===== config.mk =====
export PLATFORM = sky130hd
export DESIGN_NAME = sram_arbiter
export DESIGN_NICKNAME = d
export VERILOG_FILES = /design/src/rtl/sram_arbiter.sv
export SDC_FILE = /design/constraint.sdc
export NUM_CORES = 1
export LEC_CHECK = 0
export ABC_AREA = 1
export CORE_ASPECT_RATIO = 1.75
export CORE_MARGIN = 2
export CORE_UTILIZATION = 34
export CTS_BUF_LIST = sky130_fd_sc_hd__clkbuf_4
export CTS_CLUSTER_DIAMETER = 40
export DETAILED_ROUTE_END_ITERATION = 10
export GPL_ROUTABILITY_DRIVEN = 0
export PLACE_DENSITY = 0.75
export SYNTH_ARGS = -nofsm -noshare
export SYNTH_HDL_FRONTEND = slang
export SYNTH_SLANG_ARGS = --single-unit

===== constraint.sdc =====
create_clock -name clk -period 2 [get_ports clk]
set_input_delay 0.4 -clock clk [delete_from_list [all_inputs] [get_ports clk]]
set_output_delay 0.4 -clock clk [all_outputs]
set_load 0.03 [all_outputs]

===== src/rtl/sram_arbiter.sv =====
// Round-robin arbiter sharing one sram_controller between two requester ports.
// Per-type ID FIFOs route write_done / read_data_valid back to the issuing port.
module sram_arbiter #(
    parameter int unsigned ADDR_BITS     = 10,
    parameter int unsigned DATA_BITS     = 8,
    parameter int unsigned PENDING_DEPTH = 4
) (
    input  logic                 clk,
    input  logic                 reset,

    input  logic                 m0_req,
    output logic                 m0_ready,
    input  logic                 m0_write_enable,
    input  logic [ADDR_BITS-1:0] m0_addr,
    input  logic [DATA_BITS-1:0] m0_write_data,
    output logic                 m0_write_done,
    output logic [DATA_BITS-1:0] m0_read_data,
    output logic                 m0_read_data_valid,

    input  logic                 m1_req,
    output logic                 m1_ready,
    input  logic                 m1_write_enable,
    input  logic [ADDR_BITS-1:0] m1_addr,
    input  logic [DATA_BITS-1:0] m1_write_data,
    output logic                 m1_write_done,
    output logic [DATA_BITS-1:0] m1_read_data,
    output logic                 m1_read_data_valid,

    output logic                 ctrl_req,
    input  logic                 ctrl_ready,
    output logic                 ctrl_write_enable,
    output logic [ADDR_BITS-1:0] ctrl_addr,
    output logic [DATA_BITS-1:0] ctrl_write_data,
    input  logic                 ctrl_write_done,
    input  logic [DATA_BITS-1:0] ctrl_read_data,
    input  logic                 ctrl_read_data_valid
);

    localparam int unsigned PTR_W    = $clog2(PENDING_DEPTH);
    localparam int unsigned PTR_BITS = PTR_W + 1;

    logic                     r_prio;    // 0 = m0 preferred on a tie
    logic [PENDING_DEPTH-1:0] r_rd_ids;
    logic [PENDING_DEPTH-1:0] r_wr_ids;
    logic [PTR_BITS-1:0]      r_rd_wptr;
    logic [PTR_BITS-1:0]      r_rd_rptr;
    logic [PTR_BITS-1:0]      r_wr_wptr;
    logic [PTR_BITS-1:0]      r_wr_rptr;

    logic w_rd_full;
    logic w_rd_empty;
    logic w_wr_full;
    logic w_wr_empty;
    logic w_elig0;
    logic w_elig1;
    logic w_grant;
    logic w_issue;
    logic w_rd_push;
    logic w_wr_push;
    logic w_rd_pop;
    logic w_wr_pop;
    logic w_rd_head;
    logic w_wr_head;

    // Full when the wrap bits differ and the index bits match.
    assign w_rd_full  = (r_rd_wptr[PTR_W] != r_rd_rptr[PTR_W]) &&
                        (r_rd_wptr[PTR_W-1:0] == r_rd_rptr[PTR_W-1:0]);
    assign w_wr_full  = (r_wr_wptr[PTR_W] != r_wr_rptr[PTR_W]) &&
                        (r_wr_wptr[PTR_W-1:0] == r_wr_rptr[PTR_W-1:0]);
    assign w_rd_empty = (r_rd_wptr == r_rd_rptr);
    assign w_wr_empty = (r_wr_wptr == r_wr_rptr);

    assign w_elig0 = m0_req & (m0_write_enable ? !w_wr_full : !w_rd_full);
    assign w_elig1 = m1_req & (m1_write_enable ? !w_wr_full : !w_rd_full);

    // Winner: 1 selects m1. With nobody eligible this falls back to m0.
    assign w_grant = (w_elig0 & w_elig1) ? r_prio : w_elig1;

    assign ctrl_req          = w_elig0 | w_elig1;
    assign ctrl_write_enable = w_grant ? m1_write_enable : m0_write_enable;
    assign ctrl_addr         = w_grant ? m1_addr         : m0_addr;
    assign ctrl_write_data   = w_grant ? m1_write_data   : m0_write_data;

    assign w_issue  = ctrl_req & ctrl_ready;
    assign m0_ready = w_issue & !w_grant;
    assign m1_ready = w_issue &  w_grant;

    assign w_rd_push = w_issue & !ctrl_write_enable;
    assign w_wr_push = w_issue &  ctrl_write_enable;
    assign w_rd_pop  = ctrl_read_data_valid & !w_rd_empty;
    assign w_wr_pop  = ctrl_write_done      & !w_wr_empty;
    assign w_rd_head = r_rd_ids[r_rd_rptr[PTR_W-1:0]];
    assign w_wr_head = r_wr_ids[r_wr_rptr[PTR_W-1:0]];

    // Priority and ID FIFO state.
    always_ff @(posedge clk) begin
        if (reset) begin
            r_prio    <= 1'b0;
            r_rd_ids  <= '0;
            r_wr_ids  <= '0;
            r_rd_wptr <= '0;
            r_rd_rptr <= '0;
            r_wr_wptr <= '0;
            r_wr_rptr <= '0;
        end else begin
            if (w_issue) begin
                r_prio <= ~w_grant;
            end
            if (w_rd_push) begin
                r_rd_ids[r_rd_wptr[PTR_W-1:0]] <= w_grant;
                r_rd_wptr <= r_rd_wptr + PTR_BITS'(1);
            end
            if (w_wr_push) begin
                r_wr_ids[r_wr_wptr[PTR_W-1:0]] <= w_grant;
                r_wr_wptr <= r_wr_wptr + PTR_BITS'(1);
            end
            if (w_rd_pop) begin
                r_rd_rptr <= r_rd_rptr + PTR_BITS'(1);
            end
            if (w_wr_pop) begin
                r_wr_rptr <= r_wr_rptr + PTR_BITS'(1);
            end
        end
    end

    // Registered return path; read data is broadcast to both ports.
    always_ff @(posedge clk) begin
        if (reset) begin
            m0_read_data_valid <= 1'b0;
            m1_read_data_valid <= 1'b0;
            m0_write_done      <= 1'b0;
            m1_write_done      <= 1'b0;
            m0_read_data       <= '0;
            m1_read_data       <= '0;
        end else begin
            m0_read_data_valid <= w_rd_pop & !w_rd_head;
            m1_read_data_valid <= w_rd_pop &  w_rd_head;
            m0_write_done      <= w_wr_pop & !w_wr_head;
            m1_write_done      <= w_wr_pop &  w_wr_head;
            if (ctrl_read_data_valid) begin
                m0_read_data <= ctrl_read_data;
                m1_read_data <= ctrl_read_data;
            end
        end
    end

endmodule


# Word-level counts from Yosys, hierarchy flattened
# Index checks and enable logic that the tools add are counted.
[op_classes]
add_sub_neg = 4
magnitude_cmp = 6
n_eq_ne = 6
n_mux = 16
n_bitwise = 16
reduce_logical = 12
[op_table]
columns = ["op", "count"]
rows = [
  ["$and 1x1->1", 14],
  ["$add 3x1->3 const B", 4],
  ["$lt 2x3->1 const B", 4],
  ["$mux 10", 1],
  ["$bwmux 4", 2],
  ["$logic_not 1->1", 8],
  ["$mux 1", 8],
  ["$mux 8", 1],
  ["$eq 3x3->1", 2],
  ["$bmux 1 s2", 2],
  ["$demux 1 s2", 2],
  ["$eq 2x2->1", 2],
  ["$ge 2x1->1 const B", 2],
  ["$logic_and 1x1->1", 4],
  ["$ne 1x1->1", 2],
  ["$not 1->1", 1],
  ["$or 1x1->1", 1],
]
[word_totals]
ff_bits = 33
input_bits = 53
output_inout_bits = 42

# Depth between registers and ports, before layout
# Gate-level depths: netlist of run 1.
[depth]
word_depth = 10
mapped_depth = 14
mapped_depth_nobuf = 13

# Worst setup path before layout of run 1
# No wires, ideal clock.
[synth_path]
kind = "register to output"
from = "reg r_rd_rptr[0]"
to = "out m1_ready"
t_arrival_ns = 1.611
required_ns = 1.600
path_slack_ns = -0.011
path_stages_with_launch = 8
n_path_buf = 2
cell_sequence = "dfxtp_1 xnor2_1 nand4_1 nand4_2 nand2_2 buf_6 buf_2 nor2_1"
[synth_via]
elab_chain_len = 8
elab_cells_between_ends = 12
cone_classes = "1 x eq/ne; 3 x mux; 6 x bitwise; 2 x reduce/logical"
[synth_rtl]
columns = ["element", "line", "rtl"]
rows = [
  ["start: declaration", "46", "logic [PTR_BITS-1:0] r_rd_rptr;"],
  ["start signal: assignment", "118", "r_rd_rptr <= r_rd_rptr + PTR_BITS'(1);"],
  ["$eq 2x2->1 (*)", "67", "(r_rd_wptr[PTR_W-1:0] == r_rd_rptr[PTR_W-1:0]);"],
  ["$logic_and 1x1->1 (*)", "66", "assign w_rd_full = (r_rd_wptr[PTR_W] != r_rd_rptr[PTR_W]) &&"],
  ["$logic_not 1->1 (*)", "73, 74", ""],
  ["$mux 1, on equally long branches", "73, 74", ""],
  ["$and 1x1->1, on equally long branches", "73, 74", ""],
  ["$or 1x1->1 / $and 1x1->1 (equally long branches)", "79, 77", ""],
  ["$and 1x1->1 / $mux 1 (equally long branches)", "84, 77", ""],
  ["$and 1x1->1 (*)", "86", "assign m1_ready = w_issue & w_grant;"],
  ["end: declaration", "21", "output logic m1_ready,"],
]
# Mark *: on every way between the ends. The rest lies on a longest branch, timed or not.

# Worst setup path in the final report of run 1
[layout_path]
from = "reg r_rd_rptr[0]"
to = "out ctrl_addr[7]"
[layout_via]
elab_chain_len = 8
elab_cells_between_ends = 10
cone_classes = "1 x eq/ne; 4 x mux; 3 x bitwise; 2 x reduce/logical"
[layout_rtl]
columns = ["element", "line", "rtl"]
rows = [
  ["$eq 2x2->1 (*)", "67", ""],
  ["$logic_and 1x1->1 (*)", "66", ""],
  ["$logic_not 1->1 (*)", "73, 74", ""],
  ["$mux 1, on equally long branches", "73, 74", ""],
  ["$and 1x1->1, on equally long branches", "73, 74", ""],
  ["$and 1x1->1", "77", "assign w_grant = (w_elig0 & w_elig1) ? r_prio : w_elig1;"],
  ["$mux 1 (*)", "77", ""],
  ["$mux 10 (*)", "81", "assign ctrl_addr = w_grant ? m1_addr : m0_addr;"],
  ["end: declaration", "32", "output logic [ADDR_BITS-1:0] ctrl_addr,"],
]
# Marks and branches as above.

==> qor.csv, run 1 <==
metric;value;unit
Worst Clk Skew;7.70;ps
Post-Route Setup TNS;-4190;ps
Critical Path Source;r_rd_rptr[0];
Slew Limit Headroom;67.5;%
# setup viols final;22;
crit path launch type;register;
detailed-route DRC error count;0;
r2r startpoint;r_rd_wptr[2];
remaining global-route overflow;0;
synth warn;0;
CP arrival;1820;ps
Hold WS;490;ps
Crit-path slowest cell;dfxtp_4;
H-Tree Depth;2;
beginning of the worst hold path;r_rd_ids[1];
leakage power;1.59;nW
Clk pwr share;17.5;%
Final Util;60.7;%
Die Area;6530;µm²
Crit path depth;10;
failing checks;setup timing;
final net count;485;
total internal power;1.27;mW
Ports;95;
Yosys cell types;26;
switching share of power;36.5;%
overall routing resource usage;17.5;%
Post-DP HPWL;4.23;mm
synth top area cells;dfxtp_1 33%, nand2_1 16%, nor2_1 8.1%, ha_1 6.3%, inv_1 4.9%;
Avg WL per Cell;11.7;µm
CTS max path bufs;2;
Root Buffer;clkbuf_4;
biggest area consumer among synthesized cells;dfxtp_1;
ant diodes;0;
sequential element share of the synthesized area;33.1;%
Die Ht;105;µm
CTS clk-pin slew, worst paths;100;ps
fillers;506;
critical path fanouts, max;10;
via/cell ratio;4.57;
Worst Setup Slack, final;-224;ps
Syn Inst Count;298;
core area;5790;µm²
min cycle time layout;2220;ps
final wirelength;5.88;mm
1st-pass router iterations;4;
TritonCTS clock tree;built;
Req. time, crit path;1600;ps
Max Clk Rate;0.450;GHz
register bit total from synthesis;33;
Crit Path Category;reg -> out;
Synth top area share;33.1;%
vias after detailed routing;2290;
Num CTS Buffers;5;
clock latency on the worst-skew pair;330;ps
clock sink count;33;
Setup crit end kind;output port;
Comb power frac;44.7;%
family with the most delay on the worst path;simple AND/OR/NAND/NOR gates;
row cnt;37;
pin count of the biggest net entering global routing;18;
R2R depth;15;
post-route ant nets;0;
CP max stage delay;380;ps
global-route wire length before repair;8.96;mm
Max-Cap Viols;0;
Peak VDD IR;246;µV
NetSw;731;µW
worst path bufs/invs;4;
unrepaired setup endpoints after global routing;true;
worst min path class;reg -> reg;
PortBufs;94;
layout cells sized above 1;29.3;%
Worst-Margin Slew;485;ps
crit share post-route;111;%
DIE WIDTH;62.0;µm
outcome;finished with violations;
Hold Path Depth;2;
vias in the first global route;2234;
initial cell density of the core;34.5;%
area of the mapped netlist;2000;µm²
Syn Nets;361;
DRT iter0 DRCs;43;
Synth Area per Inst;6.71;µm²
worst path cell trace;xnor2_4 -> nand4_1 -> nand3_2 -> inv_2 -> nand2_4 -> inv_6 -> buf_16 -> nand2_1 -> nand2_2 -> buf_6;
initial antenna violation count;0;
count of final hold-check violations;0;
Final Max Slew Viols;0;
Synth-to-Final Area Change;75.8;%
Reg power frac;37.8;%
power per cell area;570;nW/µm²
-- final timing paths --
path / slack (ps) / to
worst max-delay path: -220 / ctrl_addr[7]
worst min-delay path: 490 / r_rd_ids[1]
worst max register to register: 110 / r_wr_ids[1]
worst min register to register: 490 / r_rd_ids[1]
-- cell usage in the layout, fill, tap and decap left out, drive strengths merged, types with 9 or more instances in the layout --
master / n
a21oi: 11
buf: 63
clkdlybuf4s50: 70
dfxtp: 33
ha: 10
inv: 32
nand2: 92
nand3: 9
nand4: 12
nor2: 47
o21ai: 20
-- power groups by stage --
stage / Combinational [mW] / Clock [mW] / Sequential, mW
3_3_place_gp: 0.763 / 0 / 0.750
5_1_grt: 0.972 / 0.392 / 0.762
6_report: 0.895 / 0.351 / 0.756
2_1_floorplan: 0.398 / 0 / 0.791
4_1_cts: 0.859 / 0.367 / 0.748
3_5_place_dp: 0.778 / 0 / 0.752
-- Yosys cell counts --
library cell	n
o21ai_1	2
xor2_1	2
o21ai_0	18
nand2_4	2
inv_1	26
nand4_2	1
nor2_1	43
nand2_1	85
nor2_2	4
o22ai_1	2
nand3_2	2
buf_6	2
nand4_1	11
nor3b_1	3
nand3_1	5
a21oi_1	11
buf_2	4
xnor2_1	3
nor3_1	4
nand3_4	2
clkbuf_1	4
ha_1	10
nand2_2	5
dfxtp_1	33
buf_4	8
inv_2	6
-- timing repair --
item / 4_1_cts / 5_1_grt
hold buffers: 0 / 0
buffers inserted: 8 / 6
endpoints found under the setup margin: 22 / 35
pin swaps: 11 / 18
cloned: 1 / 0
resized for setup: 57 / 21
-- per-layer routing --
metal | vias to the layer above | share of wire (%) | wire (µm) | global-route usage [%]
met5 | - | 0 | 0 | 0
met2 | 103 | 57 | 3330 | 33.3
li1 | 1178 | - | - | -
met4 | 0 | 1.1 | 65 | 5.78
met3 | 5 | 6.7 | 395 | 3.56
met1 | 1004 | 35 | 2090 | 17.1
-- layout make-up --
| type | instances | area [µm²] | area share, % |
|---|---|---|---|
| clock buffer | 5 | 37.5 | 1.07 |
| inverter | 32 | 133 | 3.77 |
| timing repair buffer | 135 | 1340 | 38.2 |
| clock inverter | 3 | 12.5 | 0.356 |
| multi-input combinational | 215 | 1210 | 34.5 |
| sequential | 33 | 681 | 19.4 |
| tap | 78 | 97.6 | 2.78 |
-- registers in the layout (all words and copies together), names as in the netlist --
register and cells:
r_rd_rptr 3, r_wr_rptr 3, r_prio 1, m1_read_data_valid 1, r_wr_ids 4, r_wr_wptr 3
m0_write_done 1, m0_read_data 8, m0_read_data_valid 1, r_rd_ids 4, r_rd_wptr 3, m1_write_done 1
-- through the flow --
step                setup WS [ps]  total power, mW  instance area (µm²)  instances
finish                       -224             2.00                 3510        501
global route                 -358             2.13                 3510        501
CTS                          -187             1.97                 3410        496
detailed placement           -305             1.53                 3100        480
global placement             -229             1.51                 3100        480
floorplan                    70.8             1.19                 2000        298
-- tightest hold or removal path: stages, from the launching register on --
cell	delay, ps
dfxtp_1	320
nor2_1	90
nor2_1	50
-- cell families after synthesis --
logic type                 synth area share [%]
buffers and inverters                      11.9
adders and majority gates                  6.26
AOI/OAI and AO/OA                          8.39
DFF                                        33.1
xor gates and xnor gates                   2.19
and+or+nand+nor                            38.2
Note: power is estimated with default switching activity, not from simulation.
==> inputs of run 2 (changes only) <==
CORE_MARGIN = not set   (was 2)
CORE_UTILIZATION = 42   (was 34)
PLACE_DENSITY = 0.88   (was 0.75)
==> run 2 against run 1 <==
The run still ends with setup timing left. Via count grew 7.9%. Total power increased by 1.9%. Core utilization rose by 17 points. Clock skew grew 2.2 ps. Combinational power grew 4.2%. Worst setup slack got worse by 74 ps. Non-clock buffer count is 1 lower. Flip-flop and latch count did not move. Global-route usage increased by 11 points. Wire length is 17% higher. Sequential share of layout area increased by 0.27 points. Die area fell by 23%. Highest routed layer unchanged.
==> qor.csv, run 2 (same netlist as run 1, synthesis figures left out) <==
metric;value;unit;change
Ports;95;;unchanged
outcome;finished with violations;;
Max Clk Rate;0.435;GHz;-3.2%
Final Max Slew Viols;0;;unchanged
Worst-Margin Slew;490;ps;+4.90 ps
Die Area;5050;µm²;-23%
r2r startpoint;r_rd_wptr[1];;
global-route wire length before repair;10.5;mm;+17%
CTS clk-pin slew, worst paths;110;ps;about the same
Post-DP HPWL;4.38;mm;+3.5%
Layout Cells excl Fill;473;;-5.6%
Placed Cells;452;;-5.8%
r2r endpoint;r_wr_wptr[1];;
detailed-route DRC error count;0;;unchanged
final wirelength;6.87;mm;+17%
count of final hold-check violations;0;;unchanged
leakage power;1.59;nW;-0.21%
register name with the most flops;m0_read_data;;
CP arrival;1900;ps;+80 ps
ant diodes;0;;unchanged
Critical Path End;ctrl_addr[3];;
Synth-to-Final Area Change;74.1;%;
initial cell density of the core;44.6;%;+10 points
pin count of the biggest net entering global routing;17;;-1
clock sink count;33;;unchanged
DRT iter0 DRCs;58;;+35%
Req. time, crit path;1600;ps;about the same
most frequent cells in the layout;70 x clkdlybuf4s50_1, 62 x nand2_1, 41 x nor2_1, 34 x buf_4;;
final net count;484;;-0.21%
layout cells sized above 1;31.8;%;+2.4 points
Hold Buf Count CTS;0;;unchanged
remaining global-route overflow;0;;unchanged
top flop regs;m0_read_data: 8 flops, r_rd_ids: 4 flops, r_wr_ids: 4 flops;;
Die Ht;93.2;µm;-12%
Setup crit end kind;output port;;
Critical Path Source;r_rd_wptr[1];;
PortBufs;94;;unchanged
TritonCTS clock tree;built;;
pre-CTS setup slack;-329;ps;-24.0 ps
row cnt;32;;-14%
vias in the first global route;2537;;+14%
Max-Cap Viols;0;;unchanged
post-route ant nets;0;;unchanged
unrepaired setup endpoints after global routing;true;;
reg2reg setup slack;70;ps;-40 ps
Peak VDD IR;499;µV;+100%
Avg WL per Cell;14.5;µm;+24%
min cycle time layout;2300;ps;+74.1 ps
crit share post-route;115;%;+3.7 points
Root Buffer;clkbuf_4;;
DIE WIDTH;54.1;µm;-13%
area post-placement;3060;µm²;-1.3%
vias after detailed routing;2472;;+7.9%
leading cell type in the layout, fill and taps excluded;clkdlybuf4s50_1;;
worst min path class;reg -> reg;;
overall routing resource usage;28.1;%;+11 points
Hold Path Depth;2;;unchanged
failing checks;setup timing;;
clock latency on the worst-skew pair;340;ps;about the same
max reg flops;8;;unchanged
Slew Limit Headroom;67.1;%;-0.33 points
# setup viols final;22;;unchanged
via/cell ratio;5.23;;+14%
critical path fanouts, max;7;;-3
power per cell area;586;nW/µm²;+2.9%
CTS max path bufs;2;;unchanged
R2R depth;13;;-2
initial antenna violation count;0;;unchanged
final instance area;3480;µm²;-1.0%
Worst Clk Skew;9.91;ps;+2.21 ps
core area;4480;µm²;-23%
Crit Path Category;reg -> out;;
crit path launch type;register;;
Pwr Total;2.04;mW;+1.9%
Num CTS Buffers;5;;unchanged
1st-pass router iterations;4;;unchanged
H-Tree Depth;2;;unchanged
Worst Setup Slack, final;-298;ps;-74.1 ps
run 2: changes by cell type in the layout (fill, tap and decap cells not counted), sizes merged:
cell | before | now
clkbuf | 5 | 6
buf | 63 | 61
run 2: timing repair:
item                                    in CTS  in global routing
gates cloned                                 0                  1
resized for setup                           55                 31
buffers inserted                             5                  9
endpoints found under the setup margin      23                 36
pin swaps                                    8                 16
run 2: power by group:
group	leakage [nW]	internal [mW]	switching, mW	total [mW]
registers	0.276	0.706	0.0419	0.748
logic	1.28	0.439	0.494	0.933
clock network	0.0300	0.127	0.230	0.357
run 2: per-layer routing:
metal	up-vias	GRT usage, %	part of all wire (%)
met3	31	6.83	6.8
li1	1179	-	-
met1	1135	23.5	32
met4	0	15.4	4.9
met2	127	54.4	57
met5	-	0	0
run 2: worst min-delay path by stage:
stage                     slack [ps]     endpoint         from
after detailed placement         470  r_wr_ids[1]  r_wr_ids[1]
after global routing             520  r_wr_ids[1]  r_wr_ids[1]
final                            490  r_wr_ids[1]  r_wr_ids[1]
after CTS                        490  r_wr_ids[1]  r_wr_ids[1]
after global placement           460  r_rd_ids[1]  r_rd_ids[1]
after floorplan                  450  r_wr_ids[2]  r_wr_ids[2]
run 2: worst max-delay path, stage by stage, from the launching register on:
cell,delay (ps)
dfxtp_4,380
inv_4,70
nand2_2,60
nand2_2,100
nand4_1,190
nand4_2,180
nand2_4,100
inv_6,90
clkbuf_16,150
nand2_1,50
nand2_1,70
buf_6,130
run 2: final cells by class:
class | count | area (µm²)
Multi-Input combinational cell | 215 | 1230
Clock buffer | 5 | 37.5
Clock inverter | 3 | 12.5
Fill cell | 281 | 1010
Sequential cell | 33 | 683
Inverter | 32 | 130
Tap cell | 51 | 63.8
Timing Repair Buffer | 134 | 1320
run 2: metrics by stage:
step	TNS (ps)	util [%]	hold WS [ps]
2_1_floorplan	0	-	449
3_3_place_gp	-6830	68.2	456
3_5_place_dp	-10030	68.2	469
4_1_cts	-3700	73.9	489
5_1_grt	-8560	77.6	522
6_report	-5740	77.6	489
